**src/rtl/z80_bus_arbiter_if.sv**
```systemverilog
// Z80 master-side bus type and the arbiter's bundled request/grant/bus interface.
// The arbiter uses the master modport; the requesters/CPU side uses slave.
package z80_bus_pkg;
  typedef struct packed {
    logic        mreqn;
    logic        iorqn;
    logic        rdn;
    logic        wrn;
    logic        inta;
    logic [15:0] addr;
    logic [7:0]  dmaster;
  } z80_master_bus_t;
endpackage

interface z80_bus_arbiter_if
  import z80_bus_pkg::*;
#(
  parameter int NREQ = 2
);
  logic [NREQ-1:0]                req;
  logic [NREQ-1:0]                ack;
  z80_master_bus_t [NREQ-1:0]     m_ibus;
  z80_master_bus_t                sys_obus;
  logic                           bus_oe;
  logic                           cpu_busrq_n;
  logic                           cpu_busack_n;
  logic [$clog2(NREQ+1)-1:0]      owner;

  modport master (
    input  req, m_ibus, cpu_busack_n,
    output ack, sys_obus, bus_oe, cpu_busrq_n, owner
  );

  modport slave (
    output req, m_ibus, cpu_busack_n,
    input  ack, sys_obus, bus_oe, cpu_busrq_n, owner
  );
endinterface

```
**src/rtl/z80_bus_arbiter.sv**
```systemverilog
// Round-robin arbiter sharing the Z80 system bus between the CPU and NREQ DMA masters,
// with a guaranteed CPU slot between DMA tenures (CPU_SLOT=0 allows direct handoff).
module z80_bus_arbiter
  import z80_bus_pkg::*;
#(
  parameter int NREQ     = 2,
  parameter int CPU_SLOT = 4
) (
  input  logic                clk,
  input  logic                rst_n,
  input  logic                cen,
  z80_bus_arbiter_if.master   bus
);

  localparam int OW = $clog2(NREQ + 1);
  localparam int PW = (NREQ > 1) ? $clog2(NREQ) : 1;
  localparam int CW = (CPU_SLOT > 0) ? $clog2(CPU_SLOT + 1) : 1;

  typedef enum logic [4:0] {
    ST_CPU     = 5'b00001,
    ST_REQ     = 5'b00010,
    ST_GRANT   = 5'b00100,
    ST_HANDOFF = 5'b01000,
    ST_RELEASE = 5'b10000
  } state_t;

  state_t          r_state;
  logic [PW-1:0]   r_rr_ptr;
  logic [CW-1:0]   r_cnt;
  logic [PW-1:0]   r_win;
  logic [NREQ-1:0] r_ack;
  logic            r_bus_oe;
  logic            r_busrq_n;
  logic [OW-1:0]   r_owner;
  logic [15:0]     r_hold_addr;
  logic [7:0]      r_hold_data;

  state_t          w_state_nx;
  logic [PW-1:0]   w_rr_nx;
  logic [CW-1:0]   w_cnt_nx;
  logic [CW-1:0]   w_cnt_dec;
  logic [PW-1:0]   w_win_nx;
  logic [NREQ-1:0] w_ack_nx;
  logic            w_oe_nx;
  logic            w_busrq_n_nx;
  logic [OW-1:0]   w_owner_nx;
  logic [PW:0]     w_pick;
  z80_master_bus_t w_sel;
  z80_master_bus_t w_sys;

  // First asserted request scanning upward from ptr with wrap; MSB flags "found".
  function automatic logic [PW:0] f_pick(input logic [NREQ-1:0] rq, input logic [PW-1:0] ptr);
    logic [PW:0] res;
    int          j;
    res = '0;
    for (int k = NREQ - 1; k >= 0; k--) begin
      j = (int'(ptr) + k) % NREQ;
      if (rq[j]) res = {1'b1, PW'(j)};
    end
    return res;
  endfunction

  function automatic logic [PW-1:0] f_next_ptr(input logic [PW-1:0] w);
    if (int'(w) == NREQ - 1) return '0;
    else return w + PW'(1);
  endfunction

  assign w_pick    = f_pick(bus.req, r_rr_ptr);
  assign w_cnt_dec = (r_cnt == '0) ? '0 : r_cnt - CW'(1);

  // Next-state, arbitration bookkeeping and next values of the registered outputs.
  always_comb begin
    w_state_nx = r_state;
    w_rr_nx    = r_rr_ptr;
    w_cnt_nx   = r_cnt;
    w_win_nx   = r_win;
    case (r_state)
      ST_CPU: begin
        w_cnt_nx = w_cnt_dec;
        // The request is forwarded on the same edge the slot counter reaches zero.
        if ((w_cnt_dec == '0) && (|bus.req)) w_state_nx = ST_REQ;
        else w_state_nx = ST_CPU;
      end
      ST_REQ: begin
        if (!bus.cpu_busack_n) begin
          if (w_pick[PW]) begin
            w_state_nx = ST_GRANT;
            w_win_nx   = w_pick[PW-1:0];
            w_rr_nx    = f_next_ptr(w_pick[PW-1:0]);
          end else begin
            w_state_nx = ST_RELEASE;
          end
        end else begin
          w_state_nx = ST_REQ;
        end
      end
      ST_GRANT: begin
        if (!bus.req[r_win]) begin
          if ((CPU_SLOT == 0) && (|bus.req)) w_state_nx = ST_HANDOFF;
          else w_state_nx = ST_RELEASE;
        end else begin
          w_state_nx = ST_GRANT;
        end
      end
      ST_HANDOFF: begin
        if (w_pick[PW]) begin
          w_state_nx = ST_GRANT;
          w_win_nx   = w_pick[PW-1:0];
          w_rr_nx    = f_next_ptr(w_pick[PW-1:0]);
        end else begin
          w_state_nx = ST_RELEASE;
        end
      end
      ST_RELEASE: begin
        if (bus.cpu_busack_n) begin
          w_state_nx = ST_CPU;
          w_cnt_nx   = CW'(CPU_SLOT);
        end else begin
          w_state_nx = ST_RELEASE;
        end
      end
      default: begin
        w_state_nx = ST_CPU;
        w_cnt_nx   = '0;
      end
    endcase

    for (int k = 0; k < NREQ; k++) begin
      w_ack_nx[k] = (w_state_nx == ST_GRANT) && (w_win_nx == PW'(k));
    end
    w_oe_nx      = (w_state_nx == ST_GRANT);
    w_busrq_n_nx = !((w_state_nx == ST_REQ) || (w_state_nx == ST_GRANT) ||
                     (w_state_nx == ST_HANDOFF));
    w_owner_nx   = (w_state_nx == ST_GRANT) ? (OW'(w_win_nx) + OW'(1)) : OW'(0);
  end

  // State and registered outputs; reset aborts any tenure without a handshake.
  always_ff @(posedge clk or negedge rst_n) begin
    if (!rst_n) begin
      r_state   <= ST_CPU;
      r_rr_ptr  <= '0;
      r_cnt     <= '0;
      r_win     <= '0;
      r_ack     <= '0;
      r_bus_oe  <= 1'b0;
      r_busrq_n <= 1'b1;
      r_owner   <= '0;
    end else if (cen) begin
      r_state   <= w_state_nx;
      r_rr_ptr  <= w_rr_nx;
      r_cnt     <= w_cnt_nx;
      r_win     <= w_win_nx;
      r_ack     <= w_ack_nx;
      r_bus_oe  <= w_oe_nx;
      r_busrq_n <= w_busrq_n_nx;
      r_owner   <= w_owner_nx;
    end
  end

  assign w_sel = bus.m_ibus[r_win];

  // Remember the last driven address/data so they hold once the bus is released.
  always_ff @(posedge clk or negedge rst_n) begin
    if (!rst_n) begin
      r_hold_addr <= 16'h0000;
      r_hold_data <= 8'h00;
    end else if (cen && r_bus_oe) begin
      r_hold_addr <= w_sel.addr;
      r_hold_data <= w_sel.dmaster;
    end
  end

  // Zero-latency mux of the granted master; idle bus parks control lines high.
  always_comb begin
    w_sys = w_sel;
    if (r_bus_oe) begin
      w_sys = w_sel;
    end else begin
      w_sys.mreqn   = 1'b1;
      w_sys.iorqn   = 1'b1;
      w_sys.rdn     = 1'b1;
      w_sys.wrn     = 1'b1;
      w_sys.inta    = 1'b0;
      w_sys.addr    = r_hold_addr;
      w_sys.dmaster = r_hold_data;
    end
  end

  assign bus.sys_obus    = w_sys;
  assign bus.ack         = r_ack;
  assign bus.bus_oe      = r_bus_oe;
  assign bus.cpu_busrq_n = r_busrq_n;
  assign bus.owner       = r_owner;

endmodule

```
**src/flat_wrapper.sv**
```systemverilog
// flat-port wrapper written by rule: the top's interface ports become plain ports
module z80_bus_arbiter_flat import z80_bus_pkg::*;
#(
  parameter int NREQ     = 2,
  parameter int CPU_SLOT = 4
)
  (clk, rst_n, cen, bus_req, bus_m_ibus, bus_cpu_busack_n, bus_ack, bus_sys_obus, bus_bus_oe, bus_cpu_busrq_n, bus_owner);
  z80_bus_arbiter_if #(.NREQ(NREQ)) bus_i ();
  input  logic clk;
  input  logic rst_n;
  input  logic cen;
  input wire logic [$bits(bus_i.req)-1:0] bus_req;
  input wire logic [$bits(bus_i.m_ibus)-1:0] bus_m_ibus;
  input wire logic [$bits(bus_i.cpu_busack_n)-1:0] bus_cpu_busack_n;
  output wire logic [$bits(bus_i.ack)-1:0] bus_ack;
  output wire logic [$bits(bus_i.sys_obus)-1:0] bus_sys_obus;
  output wire logic [$bits(bus_i.bus_oe)-1:0] bus_bus_oe;
  output wire logic [$bits(bus_i.cpu_busrq_n)-1:0] bus_cpu_busrq_n;
  output wire logic [$bits(bus_i.owner)-1:0] bus_owner;
  assign bus_i.req = bus_req;
  assign bus_i.m_ibus = bus_m_ibus;
  assign bus_i.cpu_busack_n = bus_cpu_busack_n;
  assign bus_ack = bus_i.ack;
  assign bus_sys_obus = bus_i.sys_obus;
  assign bus_bus_oe = bus_i.bus_oe;
  assign bus_cpu_busrq_n = bus_i.cpu_busrq_n;
  assign bus_owner = bus_i.owner;
  z80_bus_arbiter #(.NREQ(NREQ), .CPU_SLOT(CPU_SLOT)) u_core (.clk(clk), .rst_n(rst_n), .cen(cen), .bus(bus_i));
endmodule
```
**config.mk**
```make
export PLATFORM = sky130hd
export DESIGN_NAME = z80_bus_arbiter_flat
export DESIGN_NICKNAME = d
export VERILOG_FILES = /design/src/rtl/z80_bus_arbiter_if.sv /design/src/rtl/z80_bus_arbiter.sv /design/src/flat_wrapper.sv
export SDC_FILE = /design/constraint.sdc
export NUM_CORES = 1
export LEC_CHECK = 0
export CELL_PAD_IN_SITES_DETAIL_PLACEMENT = 0
export CELL_PAD_IN_SITES_GLOBAL_PLACEMENT = 1
export CORE_MARGIN = 2
export CORE_UTILIZATION = 30
export DETAILED_ROUTE_END_ITERATION = 10
export PLACE_DENSITY_LB_ADDON = 0.1
export SKIP_CTS_REPAIR_TIMING = 1
export SLEW_MARGIN = 25
export SYNTH_ARGS = -nofsm -noshare
export SYNTH_HDL_FRONTEND = slang
export SYNTH_SLANG_ARGS = --single-unit
```
**constraint.sdc**
```tcl
create_clock -name clk -period 1.7 [get_ports clk]
set_clock_uncertainty 0.1 [all_clocks]
set_input_delay 0.34 -clock clk [delete_from_list [all_inputs] [get_ports clk]]
set_output_delay 0.34 -clock clk [all_outputs]
set_load 0.02 [all_outputs]
```
# Yosys cells after proc, flatten, opt, wreduce, memory -nomap -nowiden
# Index checks and enable logic that the tools add are counted.
[classes] div=0 mul=0 magnitude_cmp=3 mux=29 shift=0 n_eq_ne=10 n_reduce_logical=14 bitwise=3 addsub=4
[op_table] operator="$mux 29" count=3
[op_table] operator="$pmux 5 s5" count=1
[op_table] operator="$mux 5" count=4
[op_table] operator="$mux 1" count=12
[op_table] operator="$eq 5x2->1 const B" count=2
[op_table] operator="$eq 5x3->1 const B" count=2
[op_table] operator="$eq 5x4->1 const B" count=2
[op_table] operator="$pmux 3 s3" count=1
[op_table] operator="$mux 2" count=4
[op_table] operator="$logic_not 3->1" count=2
[op_table] operator="$mux 3" count=2
[op_table] operator="$reduce_and 3->1" count=2
[op_table] operator="$eq 5x1->1 const B" count=1
[op_table] operator="$eq 5x5->1 const B" count=1
[op_table] operator="$logic_and 1x1->1" count=4
[op_table] operator="$lt 1x2->1 const B" count=2
[op_table] operator="$ne 2x2->1 const B" count=2
[op_table] operator="$pmux 1 s2" count=2
[op_table] operator="$lt 2x3->1 const B" count=1
[op_table] operator="$reduce_or 3->1" count=1
[op_table] operator="$sub 3x1->3 const B" count=1
[op_table] operator="$add 1x1->1 const B" count=2
[op_table] operator="$add 1x1->2 const B" count=1
[op_table] operator="$logic_or 1x1->1" count=2
[op_table] operator="other kinds (5)" count=6
[word_totals] ramBits=0 in_bits=64 romBits=0 ff_bits=40 latch_bits=0 out_inout_bits=35 n_memories=0

# Longest topological paths before layout
[logic_depth] depth_word=14 depth_mapped=5

# Worst setup path before layout
# Ideal clock, no wire load.
[synth_path] kind="register to output" startpoint="register u_core.r_bus_oe, in the netlist u_core.bus.bus_oe" endpoint="output port bus_sys_obus[10]" path_buffers=2 path_stages_with_launch=5 setup_slack_ns=-0.079 t_arrival_ns=1.339 cell_sequence="dfrtp_1 > buf_2 > clkbuf_1 > nor2_1 > a21oi_1"
[synth_via] elab_chain_cells=1
[synth_rtl] element="start: declaration" line_no="z80_bus_arbiter.sv:32" rtl="logic r_bus_oe;"
[synth_rtl] element="start signal: assignment" line_no="z80_bus_arbiter.sv:154" rtl="r_bus_oe <= w_oe_nx;"
[synth_rtl] element="$mux 29" line_no="z80_bus_arbiter.sv:176" rtl="if (r_bus_oe) begin"
[synth_rtl] element="end: declaration" line_no="flat_wrapper.sv:16" rtl="output wire logic [$bits(bus_i.sys_obus)-1:0] bus_sys_obus;"
# Every way passes these cells.

# Worst setup path in the final report
[layout_path] startpoint="register u_core.r_win" endpoint="output port bus_sys_obus[8]"
[layout_via] elab_chain_cells=3
[layout_rtl] element="start: declaration" line_no="z80_bus_arbiter.sv:30" rtl="logic [PW-1:0] r_win;"
[layout_rtl] element="start signal: assignment" line_no="z80_bus_arbiter.sv:152" rtl="r_win <= w_win_nx;"
[layout_rtl] element="$mux 29 (implied by the code) (2 in a row)" line_no="z80_bus_arbiter.sv:160" rtl="assign w_sel = bus.m_ibus[r_win];"
[layout_rtl] element="$mux 29" line_no="z80_bus_arbiter.sv:176"
# Every way passes these cells. The select of a mux whose other input is x is not followed.

==> run summary <==
placed cell count: 471
Area after DPL: 0.00370 mm^2
Synth Register Bits: 37
Worst setup EP type: primary output
number of antenna diodes: 0
kind of critical path: flip-flop to primary output
fin cells: 483
# DRC: 0
grt total ovfl: 0
most numerous cell in the Yosys netlist: nor2_1
Die Y-Extent: 90.4 um
Starting Density: 30.9%
DRT Wirelength: 6150 um
multi-input logic area: 0.00132 mm^2
post-route ant nets: 0
area grow syn2layout: 77.2%
Main synth FF type: dfrtp_1
gr usage total: 14.5%
total number of H-tree levels: 2
Async S/R FF share, synth: 100%
max_slew headroom: 75.7%
Cell Chain, Critical Path: buf_12, mux2i_2, a21oi_2, dlymetal6s2s_1
crit path buf inv count: 2
crit path time final: 1940 ps
Ys Warns: 0
Synth Instances: 254
Leak: 1.84 nW
top cells by area, synth: dfrtp_1 (39%), mux2i_1 (13%), a21oi_1 (12%)
R2R Path Start: u_core.r_state[4]$_DFFE_PN0P_
top-area cell type share of the netlist area: 39.1%
Max VDD drop: 0.000526 V
layout cells sized above 1: 29.2%
Final Max Tran Viols: 0
failing checks: setup timing
TritonCTS clock tree: built
WP depth: 4
first-pass GRT wire length: 9770 um
die width: 90.4 um
commonest cells in the netlist: nor2_1 (57), a21oi_1 (54), dfrtp_1 (35), mux2i_1 (30), buf_2 (9)
CP max stage delay: 430 ps
crit path from: u_core.r_win$_DFFE_PN0P_
sequential area share after synthesis: 41.5%
WL per Instance: 12.7 um
DP HPWL: 4520 um
Setup crit end: bus_sys_obus[8]
r2r endpoint: u_core.r_cnt[1]$_DFFE_PN0P_
clk buf depth: 2
# IOs: 99
Hold Crit Class: input port to async pin
TritonCTS Buffers: 5
die area: 0.00817 mm^2
Core Util, Final: 54.7%
crit path launch type: flip-flop
Power Density: 1190 mW/mm^2
worst reg2reg path depth: 5
CTS root buf: clkbuf_8
Skew-Pair Late Insertion Delay: 280 ps
leading area contributor after synthesis: dfrtp_1
Pre-antenna DRT Iters: 4
vias: 2,254
maximum clock frequency: 0.514 GHz
Clock transition at path regs: 70 ps
outcome: complete, but fails checks
largest net degree at the start of global routing: 27
Worst-Margin Slew: 364 ps
Final setup violation count: 29
Worst Path Required: 1260 ps
Max Cap Viol: 0
starting DRC count in detailed routing: 57
CP arrival: 1500 ps
Port Buffers: 98
RePlAce Congestion: 0.775
mapped cell area: 0.00224 mm^2
Sink Count: 37
Avg Inst Size Synth: 8.81 um^2
fin crit share: 114%
r2r setup slk: 100 ps
fillers: 666
crit path max fanout: 14
Hold WS: 397 ps
core area: 0.00725 mm^2
final-report hold violation count: 0
post-synthesis cell type count: 39
RSZ-0062 raised after global routing: yes
NumNets Final: 447
Seq. cell area: 935 um^2
Post-synth EDFFs: 0
initial antenna violation count: 0
floorplan row count: 31
vias in the first global route: 2,167
vias per cell: 4.67
Crit-path slowest cell: dfrtp_2
Mapped Nets: 318
CP delay by family, top: flip-flops
final setup margin: -244 ps
design area: 0.00397 mm^2
## flip-flops by register name, summed over array words and instances, names as in the netlist
register and count:
u_core.bus.cpu_busrq_n 1, u_core.bus.owner 1, u_core.r_rr_ptr 1, u_core.r_state 4, u_core.bus.ack 1, u_core.r_hold_data 8, u_core.r_hold_addr 16, u_core.r_cnt 3
u_core.bus.bus_oe 1, u_core.r_win 1
## layer usage
| metal | part of all wire (%) | wire, um | GRT usage, % | up-vias |
|---|---|---|---|---|
| li1 | - | - | - | 1151 |
| met1 | 45 | 2760 | 17.3 | 1036 |
| met2 | 48 | 2960 | 25.4 | 60 |
| met3 | 5.7 | 348 | 4.17 | 7 |
| met4 | 1.3 | 81 | 4.23 | 0 |
| met5 | 0 | 0 | 0 | - |
## worst register-to-register path, delay by kind of cell (launching register included)
family / cells / cell delay [ps]
flip-flops: 1 / 470
buffers and inverters: 2 / 250
AO/OA/AOI/OAI: 1 / 150
AND/OR/NAND/NOR: 2 / 560
## report_power, final
group | internal, W | switching (W) | leakage (nW)
sequential | 0.00117 | 0.000213 | 0.419
clock | 0.000331 | 0.000302 | 0.0455
combinational | 0.00144 | 0.00127 | 1.38
total | 0.00294 | 0.00179 | 1.84
## worst min path at each step
stage,slack (ps),end,cells past startpoint
global route,430,u_core.r_hold_addr[1]$_DFFE_PN0P_,2
detailed placement,180,u_core.r_state[4]$_DFFE_PN0P_,1
CTS,-130,u_core.r_state[4]$_DFFE_PN0P_,1
floorplan,-60,u_core.bus.ack[1]$_DFFE_PN0P_,0
global placement,190,u_core.r_state[4]$_DFFE_PN0P_,1
finish,400,u_core.r_state[4]$_DFFE_PN0P_,2
## layout make-up
class                   instances  share of cell area, %
flip-flops and latches         37                   23.6
inverters                       4                  0.379
well taps                      99                   3.12
clock buffers                   8                   2.27
repair buffers                145                   37.4
multi-input cells             190                   33.3
## stage by stage
step | power, W | setup slack (ps) | setup TNS, ps
2_1_floorplan | 0.00284 | -79.2 | -495
3_3_place_gp | 0.00399 | -420 | -11830
3_5_place_dp | 0.00403 | -427 | -12090
4_1_cts | 0.00469 | -634 | -17290
5_1_grt | 0.00506 | -315 | -7700
6_report | 0.00473 | -244 | -5540
## cells by family after synthesis
kind of cell / Yosys count / share of synthesized area (%)
XOR/XNOR: 1 / 0.391
flip-flops: 37 / 41.5
AND/OR/NAND/NOR: 82 / 17.7
multiplexers: 30 / 13.4
buffers and inverters: 27 / 6.37
AO/OA/AOI/OAI: 77 / 20.6
## layout by cell type, fill, tap and decap left out, types with 3 or more instances in the layout
| cell type | instances |
|---|---|
| clkdlybuf4s50_1 | 62 |
| nand2_1 | 6 |
| buf_4 | 37 |
| a21oi_2 | 17 |
| o21ai_0 | 4 |
| buf_12 | 8 |
| dfrtp_2 | 5 |
| dfrtp_1 | 30 |
| nand3_1 | 3 |
| buf_6 | 3 |
| mux2i_1 | 12 |
| nor2b_1 | 4 |
| dlymetal6s2s_1 | 28 |
| buf_2 | 5 |
| nor2_1 | 57 |
| mux2i_2 | 16 |
| inv_1 | 4 |
| a21oi_1 | 37 |
| clkbuf_8 | 6 |
| a32o_1 | 3 |
(Power assumes the default switching activity.)
